**config.mk**
```make
export PLATFORM = sky130hd
export DESIGN_NAME = load_store_unit
export DESIGN_NICKNAME = d
export VERILOG_FILES = /design/src/rtl/load_store_unit.sv
export SDC_FILE = /design/constraint.sdc
export NUM_CORES = 1
export LEC_CHECK = 0
export ABC_AREA = 1
export CAP_MARGIN = 20
export CORE_ASPECT_RATIO = 2
export CORE_MARGIN = 4
export CORE_UTILIZATION = 40
export CTS_CLUSTER_SIZE = 20
export DETAILED_ROUTE_END_ITERATION = 10
export GPL_ROUTABILITY_DRIVEN = 0
export PLACE_DENSITY = 0.65
export SYNTH_ARGS = -nofsm -noshare
export SYNTH_HDL_FRONTEND = slang
export SYNTH_SLANG_ARGS = --single-unit
```
**constraint.sdc**
```tcl
create_clock -name clk -period 11.9 [get_ports clk]
set_input_delay 1.785 -clock clk [delete_from_list [all_inputs] [get_ports clk]]
set_output_delay 1.785 -clock clk [all_outputs]
set_load 0.05 [all_outputs]
```
**src/rtl/load_store_unit.sv**
```systemverilog
// load_store_unit
// Load/store unit between execute and a doubleword-wide data memory.
// Accepts RV64 byte-addressed load/store requests (funct3 width/sign code)
// over valid/ready, checks alignment, and drives the memory port. Stores
// narrower than a doubleword use read-modify-write. Completion is a
// one-cycle resp_valid pulse carrying load data or the misaligned flag.
//
// Ports:
//   clk, reset                      clock, async active-high reset
//   req_valid/req_ready             request handshake (ready only in IDLE)
//   req_write, req_funct3           store/load, width/sign code
//   req_addr, req_wdata             byte address, right-aligned store data
//   resp_valid                      one-cycle completion pulse
//   resp_rdata, resp_misaligned     load result / error flag (0 when idle)
//   mem_address, mem_write_data     doubleword index and write data
//   mem_read, mem_write             memory enables
//   mem_read_data                   combinational read data
module load_store_unit #(
    parameter int MEM_DEPTH_LOG2 = 6
) (
    input  logic                      clk,
    input  logic                      reset,
    input  logic                      req_valid,
    output logic                      req_ready,
    input  logic                      req_write,
    input  logic [2:0]                req_funct3,
    input  logic [63:0]               req_addr,
    input  logic [63:0]               req_wdata,
    output logic                      resp_valid,
    output logic [63:0]               resp_rdata,
    output logic                      resp_misaligned,
    output logic [MEM_DEPTH_LOG2-1:0] mem_address,
    output logic [63:0]               mem_write_data,
    output logic                      mem_read,
    output logic                      mem_write,
    input  logic [63:0]               mem_read_data
);
    localparam int ADDR_W = MEM_DEPTH_LOG2 + 3;

    typedef enum logic [1:0] {IDLE, READ, WRITE, RESP} state_t;

    state_t            state, state_next;
    logic              l_write;
    logic [2:0]        l_funct3;
    logic [ADDR_W-1:0] l_addr;
    logic [63:0]       l_wdata;
    logic [63:0]       dword_buf;

    logic              accept;
    logic              req_err;
    logic [5:0]        bit_shift;
    logic [63:0]       lane_data, load_data, size_mask, lane_mask, store_data;

    // Address bits above the memory window alias; they are deliberately dropped.
    logic unused_addr_bits;
    assign unused_addr_bits = ^req_addr[63:ADDR_W];

    assign accept = req_valid && req_ready;

    // Misalignment by access size, plus the invalid funct3 codes
    // (111 for loads, any code with bit 2 set for stores).
    always_comb begin
        req_err = 1'b0;
        case (req_funct3[1:0])
            2'b01:   req_err = req_addr[0];
            2'b10:   req_err = |req_addr[1:0];
            2'b11:   req_err = |req_addr[2:0];
            default: req_err = 1'b0;
        endcase
        if (req_write ? req_funct3[2] : (req_funct3 == 3'b111))
            req_err = 1'b1;
    end

    // State register
    always_ff @(posedge clk or posedge reset) begin
        if (reset) state <= IDLE;
        else       state <= state_next;
    end

    // Next-state logic
    always_comb begin
        state_next = state;
        case (state)
            IDLE: begin
                if (accept) begin
                    if (req_err)                          state_next = RESP;
                    else if (req_write && req_funct3[1:0] == 2'b11) state_next = WRITE;
                    else                                  state_next = READ;
                end
            end
            READ:    state_next = l_write ? WRITE : RESP;
            WRITE:   state_next = RESP;
            RESP:    state_next = IDLE;
            default: state_next = IDLE;
        endcase
    end

    // Lane extraction for loads and lane merge for narrow stores.
    assign bit_shift = {l_addr[2:0], 3'b000};

    always_comb begin
        lane_data = mem_read_data >> bit_shift;
        case (l_funct3[1:0])
            2'b00: load_data = l_funct3[2] ? {56'b0, lane_data[7:0]}
                                           : {{56{lane_data[7]}}, lane_data[7:0]};
            2'b01: load_data = l_funct3[2] ? {48'b0, lane_data[15:0]}
                                           : {{48{lane_data[15]}}, lane_data[15:0]};
            2'b10: load_data = l_funct3[2] ? {32'b0, lane_data[31:0]}
                                           : {{32{lane_data[31]}}, lane_data[31:0]};
            default: load_data = lane_data;
        endcase
    end

    always_comb begin
        case (l_funct3[1:0])
            2'b00:   size_mask = 64'h0000_0000_0000_00FF;
            2'b01:   size_mask = 64'h0000_0000_0000_FFFF;
            2'b10:   size_mask = 64'h0000_0000_FFFF_FFFF;
            default: size_mask = 64'hFFFF_FFFF_FFFF_FFFF;
        endcase
        lane_mask  = size_mask << bit_shift;
        store_data = (dword_buf & ~lane_mask) | ((l_wdata << bit_shift) & lane_mask);
        if (l_funct3[1:0] == 2'b11)
            store_data = l_wdata;
    end

    // Outputs decoded from the registered state only.
    always_comb begin
        req_ready      = (state == IDLE) && !reset;
        resp_valid     = (state == RESP);
        mem_read       = (state == READ);
        mem_write      = (state == WRITE);
        mem_address    = '0;
        mem_write_data = '0;
        if (state == READ || state == WRITE)
            mem_address = l_addr[ADDR_W-1:3];
        if (state == WRITE)
            mem_write_data = store_data;
    end

    // Request latch, read-back buffer and registered response.
    always_ff @(posedge clk or posedge reset) begin
        if (reset) begin
            l_write         <= 1'b0;
            l_funct3        <= 3'b0;
            l_addr          <= '0;
            l_wdata         <= '0;
            dword_buf       <= '0;
            resp_rdata      <= '0;
            resp_misaligned <= 1'b0;
        end else begin
            case (state)
                IDLE: begin
                    if (accept) begin
                        l_write         <= req_write;
                        l_funct3        <= req_funct3;
                        l_addr          <= req_addr[ADDR_W-1:0];
                        l_wdata         <= req_wdata;
                        resp_misaligned <= req_err;
                    end
                end
                READ: begin
                    dword_buf <= mem_read_data;
                    if (!l_write) resp_rdata <= load_data;
                end
                RESP: begin
                    // Response fields read as zero outside the pulse.
                    resp_rdata      <= '0;
                    resp_misaligned <= 1'b0;
                end
                default: ;
            endcase
        end
    end
endmodule

```
[Word-level counts from Yosys, hierarchy flattened]
Index checks and enable logic that the tools add are counted.
Word-level totals
  input port bits: 199
  memory bits (writable): 0
  output and inout port bits: 139
  memory bits (read-only): 0
  latch bits: 0
  word-level logic and storage cells: 61
  bits in registers: 208
  memories: 0
Operators by class
  shift-type cells: 3
  order comparisons: 0
  add/sub/neg operators: 0
  div/mod/pow operators: 0
  bitwise logic cells: 4
  multipliers: 0
  reduce and logical (&&, ||, !) cells: 14
  muxes and demuxes: 20
  eq/ne operators: 12
Operator list (count)
  64-bit two-way mux: 6
  64-bit one-hot mux with 3 select lines: 2
  64-bit bitwise AND: 2
  64-bit one-hot mux with 2 select lines: 1
  64-bit by 6-bit left shift with 64-bit output: 2
  64-bit inverter: 1
  64-bit OR: 1
  64-bit by 6-bit >> shifter with 64-bit output: 1
  2-bit equality test, second input constant: 6
  2-bit one-hot mux with 4 select lines: 1
  2-bit by 1-bit equality test with 1-bit output, second input constant: 3
  2-bit two-way mux: 3
  6-bit two-way mux: 1
  2-bit AND reduction: 3
  2-bit zero test: 2
  1-bit two-way mux: 4
  2-bit inequality test, second input constant: 2
  2-bit nonzero test: 2
  3-bit equality test, second input constant: 1
  1-bit logical AND: 3
  1-bit one-hot mux with 3 select lines: 1
  3-bit OR reduction: 1
  1-bit one-hot mux with 2 select lines: 1
  2-bit OR reduction: 1
  2 further kinds: 2

[Longest topological paths before layout]
Gate-level depths: netlist (run 1).
  depth after elaboration: 8
  gate-level depth with buffers: 13
  mapped depth without buffers: 11

[Least setup slack after synthesis (run 1)]
OpenSTA, ideal clock, no wires.
  path type: input-to-output
  start point: input reset
  end point: output req_ready
  stages: 1
  setup slack: 7648 ps
  buffers on the path: 0
  required time: 10115 ps
  arrival: 2467 ps
  cells stage by stage: nor2_1
Between the ends
  longest elaborated chain between the ends: 2
Ends and longest elaborated chain
  start: declaration: RTL line 22  | input logic reset,
  1-bit zero test (no line)
  1-bit logical AND: RTL line 129  | req_ready = (state == IDLE) && !reset;
  end: declaration: RTL line 24  | output logic req_ready,
Every way passes these cells.

[Worst setup path in the final report (run 1)]
  start point: register l_funct3[0]
  end point: output mem_write_data[45]
Between the ends
  longest elaborated chain between the ends: 8
  elaborated cells between the ends (all ways): 12
  those cells by class: eq/ne (3); shift (1); mux (3); bitwise (4); reduce/logical (1)
Ends and longest elaborated chain
  start: declaration: RTL line 44  | logic [2:0] l_funct3;
  start signal: assignment: RTL line 156  | l_funct3 <= req_funct3;
  2-bit equality test (tied with other cells): RTL line 115  | case (l_funct3[1:0])
  64-bit one-hot mux with 3 select lines: RTL line 115
  64-bit by 6-bit left shift with 64-bit output: RTL line 121  | lane_mask = size_mask << bit_shift;
  64-bit inverter: RTL line 122  | store_data = (dword_buf & ~lane_mask) | ((l_wdata << bit_shift) & lane_mask);
  64-bit bitwise AND: RTL line 122
  64-bit OR: RTL line 122
  64-bit two-way mux (*): RTL line 123  | if (l_funct3[1:0] == 2'b11)
  64-bit two-way mux (*): RTL line 137  | if (state == WRITE)
  end: declaration: RTL line 33  | output logic [63:0] mem_write_data,
Mark *: on every way between the ends. The rest lies on a longest branch, timed or not.

==> reports/metrics.csv, run 1 <==
stage,metric,value,unit
floorplan,Die Height,265,um
logic_synthesis,"top cells by area, synth","dfrtp_1, nand2_1, o21ai_0, inv_1, nand3_1",
route,DRT Pass-1 Iters,11,
clock_tree,Hold Buf Count CTS,0,
logic_synthesis,Simple-Gate Fraction of Synth Area,0.275,
setup_path,CP Data Arrival Time,4290,ps
sta,worst slew pin tran,1130,ps
clock_tree,CTS max path bufs,3,
floorplan,Cell Rows,93,
logic_synthesis,ys async rst share,1.00,
floorplan,starting density of the core,0.407,
clock_tree,clock sink count,208,
setup_path,WP data required,10120,ps
logic_synthesis,Compound-Gate Fraction of Synth Area,0.212,
sta,RSZ-0062 raised after global routing,no,
setup_path,Worst path max stage delay,870,ps
floorplan,io pins,338,
placement,Detail Placement HPWL,40500,um
sta,Layout Skew,13.9,ps
hold_path,worst min-delay path class,reg2reg,
logic_synthesis,Yosys warnings,0,
logic_synthesis,Synth Cell Area,0.0132,sq mm
sta,final period utilization,0.511,
setup_path,critical-path cell list,nand2_4 > inv_4 > nor2_2 > nand2_1 > nand2_1 > inv_2 > nand3_1 > a21oi_1 > clkdlybuf4s50_1,
setup_path,Setup CP Type,reg2out,
logic_synthesis,leading area contributor after synthesis,dfrtp_1,
logic_synthesis,Netlist cell types,40,
placement,pre-CTS setup slack,6430,ps
clock_tree,# resized after CTS,0,
logic_synthesis,Syn Inst Count,1950,
clock_tree,Clock transition at path regs,70,ps
sta,Peak Freq,0.164,GHz
logic_synthesis,"Seq/Total Area, Yosys",0.394,
sta,setup violators final,0,
logic_synthesis,adder-cell area share of the yosys netlist,0.00473,
clock_tree,Skew-Pair Late Insertion Delay,520,ps
logic_synthesis,syn_area_per_cell,6.78,sq um
logic_synthesis,"EDFF count, synth",0,
logic_synthesis,mux cell area share after synthesis,0.00909,
clock_tree,Post-CTS Setup Bufs,0,
pwr,Leak,7.84,nW
clock_tree,H-tree levels,1,
setup_path,"Top cell by count, worst path",nand2_1,
placement,port buffer count,282,
route,wire per inst,20.7,um
floorplan,Die Area,0.0362,sq mm
sta,Final Max Tran Viols,0,
sta,Setup TNS Final,0,ps
route,drt drc,1,
route,Avg Vias per Cell,5.49,
finish,share of layout cells above drive strength 1,0.0484,
grt,pin count of the biggest net entering global routing,144,
route,Via Count,14200,
logic_synthesis,post-synthesis register bit count,208,
logic_synthesis,area share of the largest cell type after synthesis,0.394,
logic_synthesis,most common cell in the netlist,nand2_1,
grt,first-pass GRT wire length,78500,um
route,Detail Route Antenna Nets,0,
pwr,Worst VDD drop,0.188,mV
setup_path,CP top delay family,buffers and inverters,
floorplan,Core Box Area,0.0325,sq mm
route,Iter 0 DRT Violations,1553,
logic_synthesis,Commonest cells post-synth,"nand2_1, o21ai_0, dfrtp_1",
sta,Hold Fails Final Rpt,0,
grt,Overflow after GRT,0,
sta,slew margin rel.,0.247,
logic_synthesis,largest family of logic cells by synthesized area,simple AND/OR/NAND/NOR gates,
grt,vias in the first global route,13400,
clock_tree,total CTS buffers,21,
pwr,pwr/cell area,352,mW/mm^2
setup_path,Worst Setup Start Kind,flop,
finish,fill cell count,3370,
setup_path,Setup crit end kind,output port,
logic_synthesis,dominant synthesized flop cell,dfrtp_1,
finish,P&R area growth vs syn,26.8,%
sta,worst hold slack,480,ps
sta,worst setup margin,5820,ps
clock_tree,Root Driver,clkbuf_16,
setup_path,Worst path slowest cell,clkdlybuf4s50_1,
floorplan,Die X-Extent,137,um
run_status,outcome,"finished, violations left",
finish,net count reported at finish,2338,
logic_synthesis,Synth Net Count,2154,
clock_tree,CTS tree,yes,
logic_synthesis,XOR/XNOR Fraction of Synth Area,0,
setup_path,Worst Path Max Fanout,76,
grt,overall global routing resource usage,0.286,
job,max-cap viol count,0,
route,Routed WL,53500,um
sta,Final Critical Period,6080,ps
grt,initial antenna violation count,7,
setup_path,WP buf/inv,3,
run_status,failing checks,DRC,
-- path summary, 6_finish.rpt --
path | start | end | slack, ps | cells past startpoint
max | l_funct3[0]$_DFFE_PP0P_ | mem_write_data[45] | 5820 | 9
min | resp_rdata[29]$_DFFE_PP0P_ | resp_rdata[29]$_DFFE_PP0P_ | 480 | 2
max reg2reg | l_addr[0]$_DFFE_PP0P_ | resp_rdata[62]$_DFFE_PP0P_ | 8560 | 8
min reg2reg | resp_rdata[29]$_DFFE_PP0P_ | resp_rdata[29]$_DFFE_PP0P_ | 480 | 2
max in group asynchronous | reset | l_wdata[49]$_DFFE_PP0P_ | 8520 | 3
min in group asynchronous | reset | resp_rdata[3]$_DFFE_PP0P_ | 1910 | 2
-- layer usage --
layer	GRT usage	wire (um)
met5	0	0
met4	0.217	4680
met3	0.0269	3340
met1	0.320	18900
met2	0.491	26600
-- logic make-up after synthesis --
family	after synthesis
mux	12
simple gates	887
fa+ha+maj	5
flops	208
buf+inv	318
compound gates	520
-- placed cells by master (no fill, tap or decap), types with 17 or more instances in the layout --
master           netlist  layout
a21oi_1               93      93
buf_4                 19      17
o21ai_0              345     345
inv_1                169     166
o211ai_1              39      39
clkdlybuf4s50_1        0     282
nor2_1                44      44
nand3_1              116     116
dfrtp_1              208     205
nand2_1              696     696
clkbuf_16              0      21
-- registers in the layout, summed over array words and instances (netlist names) --
register         cells
dword_buf           64
l_wdata             64
resp_rdata          64
l_addr               9
l_funct3             3
state                2
l_write              1
resp_misaligned      1
-- cell type report --
| class | count | area (sq um) | area share |
|---|---|---|---|
| Multi-Input combinational cell | 1424 | 6620 | 0.395 |
| Sequential cell | 208 | 5210 | 0.311 |
| Timing Repair Buffer | 299 | 2950 | 0.176 |
| Inverter | 180 | 689 | 0.0411 |
| Clock buffer | 27 | 598 | 0.0357 |
| Tap cell | 427 | 534 | 0.0319 |
| Clock inverter | 10 | 135 | 0.00807 |
| Antenna cell | 7 | 17.5 | 0.00105 |
-- worst min-delay path: cells and delay by family (launching register included) --
family	cells	cell delay [ps]
flip-flops	1	340
AND/OR/NAND/NOR	2	110
-- through the flow --
step	utilization	instances	area (sq um)	power, mW
floorplan	-	1950	13200	3.93
global placement	0.493	2538	16000	5.07
detailed placement	0.493	2538	16000	5.10
CTS	0.516	2575	16700	5.84
global route	0.516	2582	16800	6.24
finish	0.516	2582	16800	5.89
-- where the power goes --
part | switching [mW] | internal (mW) | leakage [nW]
registers | 0.246 | 1.05 | 2.62
logic | 2.78 | 1.10 | 4.86
clock network | 0.298 | 0.421 | 0.363
total | 3.32 | 2.57 | 7.84
Power figures use the tool's default switching activity.
==> inputs of run 2 (changes only) <==
Settings changed: PLACE_DENSITY 0.65 to 0.68.
Clock period 11.9 ns to 5.55 ns, I/O delays scaled along.
==> run 2 against run 1 <==
The flow now finishes without violations; first-iteration DRC count increased by 12%; power increased by 110%; clock-buffer cell count increased by 2; critical path depth increased by 2; flip-flop and latch count unchanged; critical path type unchanged; largest power group unchanged.
==> reports/metrics.csv, run 2 (same netlist as run 1, synthesis figures left out) <==
stage,metric,value,unit
setup_path,RR Endpoint,resp_rdata[62]$_DFFE_PP0P_,
clock_tree,# resized after CTS,0,
pwr,Worst VDD drop,0.500,mV
clock_tree,Root Driver,clkbuf_16,
grt,vias in the first global route,14000,
clock_tree,Post-CTS Setup Bufs,0,
hold_path,worst min-delay path class,reg2reg,
setup_path,crit path capture,mem_write_data[52],
sta,RSZ-0062 raised after global routing,no,
setup_path,Worst Setup Start Kind,flop,
floorplan,Die X-Extent,137,um
placement,port buffer count,282,
finish,final instance area,0.0168,sq mm
sta,setup violators final,0,
placement,Placed Instance Area,0.0161,sq mm
clock_tree,total CTS buffers,21,
finish,registers with the most flip-flops,"dword_buf: 64 flops, l_wdata: 64 flops, resp_rdata: 64 flops",
floorplan,starting density of the core,0.407,
floorplan,Cell Rows,93,
route,wire per inst,20.8,um
grt,Overflow after GRT,0,
floorplan,Die Area,0.0362,sq mm
sta,Layout Skew,19.5,ps
clock_tree,Hold Buf Count CTS,0,
clock_tree,CTS max path bufs,3,
finish,share of layout cells above drive strength 1,0.0524,
grt,initial antenna violation count,5,
finish,fin cells,2591,
clock_tree,H-tree levels,1,
clock_tree,Clock transition at path regs,60,ps
sta,Peak Freq,0.209,GHz
route,DRT Pass-1 Iters,6,
finish,"most common cell after layout, fill and taps aside",nand2_1,
placement,Detail Placement HPWL,41400,um
setup_path,Reg2Reg Depth,12,
route,Iter 0 DRT Violations,1734,
grt,first-pass GRT wire length,81100,um
setup_path,"Top cell by count, worst path",nand2_1,
route,Avg Vias per Cell,5.53,
route,Via Count,14300,
route,Routed WL,54000,um
setup_path,Critical Path Source,l_addr[0]$_DFFE_PP0P_,
finish,P&R area growth vs syn,27.2,%
setup_path,CP Data Arrival Time,3950,ps
setup_path,critical-path cell list,buf_4 > o21ai_0 > o21ai_0 > nand2_1 > nand2_1 > inv_1 > nand2_1 > nand3_1 > nand2_1 > inv_1 > clkdlybuf4s50_1,
sta,worst slew pin tran,1000,ps
clock_tree,Skew-Pair Late Insertion Delay,530,ps
setup_path,Worst Path Max Fanout,91,
grt,overall global routing resource usage,0.293,
clock_tree,clock sink count,208,
sta,Final Critical Period,4790,ps
placement,placed cells,2548,
clock_tree,CTS tree,yes,
sta,final period utilization,0.862,
grt,pin count of the biggest net entering global routing,124,
sta,slew margin rel.,0.334,
finish,final core utilization,0.518,
setup_path,Setup crit end kind,output port,
setup_path,r2r startpoint,l_addr[1]$_DFFE_PP0P_,
sta,Setup TNS Final,0,ps
run_status,outcome,finished clean,
setup_path,WP buf/inv,4,
sta,Final Max Tran Viols,0,
route,Detail Route Antenna Nets,0,
floorplan,Die Height,265,um
setup_path,CP top delay family,buffers and inverters,
floorplan,Core Box Area,0.0325,sq mm
setup_path,CP Depth,11,
setup_path,WP data required,4720,ps
route,drt drc,0,
setup_path,Worst path max stage delay,720,ps
pwr,Leak,7.88,nW
finish,"commonest non-fill, non-tap cells in the layout","nand2_1, o21ai_0, clkdlybuf4s50_1",
setup_path,Setup CP Type,reg2out,
setup_path,"reg-to-reg slack, setup",2580,ps
finish,net count reported at finish,2348,
pwr,pwr/cell area,750,mW/mm^2
job,max-cap viol count,0,
sta,Hold Fails Final Rpt,0,
setup_path,Worst path slowest cell,dfrtp_4,
floorplan,io pins,338,
==> run 2: how the worst min path moves through the flow <==
stage | cells past startpoint | endpoint | start
final | 2 | resp_rdata[8]$_DFFE_PP0P_ | resp_rdata[8]$_DFFE_PP0P_
after global routing | 2 | resp_rdata[27]$_DFFE_PP0P_ | resp_rdata[27]$_DFFE_PP0P_
after CTS | 2 | dword_buf[63]$_DFFE_PP0P_ | dword_buf[63]$_DFFE_PP0P_
after detailed placement | 2 | dword_buf[63]$_DFFE_PP0P_ | dword_buf[63]$_DFFE_PP0P_
after global placement | 2 | dword_buf[63]$_DFFE_PP0P_ | dword_buf[63]$_DFFE_PP0P_
after floorplan | 2 | dword_buf[24]$_DFFE_PP0P_ | dword_buf[24]$_DFFE_PP0P_
==> run 2: report_power, final <==
part | leakage, nW | total (mW) | switching [mW] | internal (mW)
logic | 4.91 | 8.37 | 5.98 | 2.39
registers | 2.62 | 2.77 | 0.529 | 2.24
clock network | 0.345 | 1.47 | 0.638 | 0.830
total | 7.88 | 12.6 | 7.15 | 5.46
==> run 2: metal layers <==
layer	part of all wire	vias up	global-route usage
li1	-	6721	-
met1	0.34	6627	0.322
met2	0.50	787	0.509
met3	0.071	203	0.0354
met4	0.086	0	0.218
met5	0	-	0
==> run 2: cell type report <==
| type | count | area (sq um) |
|---|---|---|
| Timing Repair Buffer | 309 | 3050 |
| Multi-Input combinational cell | 1424 | 6620 |
| Fill cell | 3223 | 15700 |
| Antenna cell | 6 | 15.0 |
| Clock buffer | 29 | 616 |
| Inverter | 180 | 686 |
| Clock inverter | 8 | 82.6 |
| Sequential cell | 208 | 5210 |
| Tap cell | 427 | 534 |
==> run 2: tightest hold or removal path, delay by kind of cell (launching register included) <==
family | cells | cell delay [ps]
and+or+nand+nor | 2 | 100
DFF | 1 | 340
==> run 2: stage by stage <==
| stage | setup WS [ps] | hold slack, ps | total power, mW |
|---|---|---|---|
| 4_1_cts | 815 | 478 | 12.5 |
| 2_1_floorplan | 2020 | 437 | 8.42 |
| 5_1_grt | 476 | 496 | 13.4 |
| 3_3_place_gp | 1410 | 462 | 10.9 |
| 6_report | 764 | 479 | 12.6 |
| 3_5_place_dp | 1390 | 463 | 11.0 |
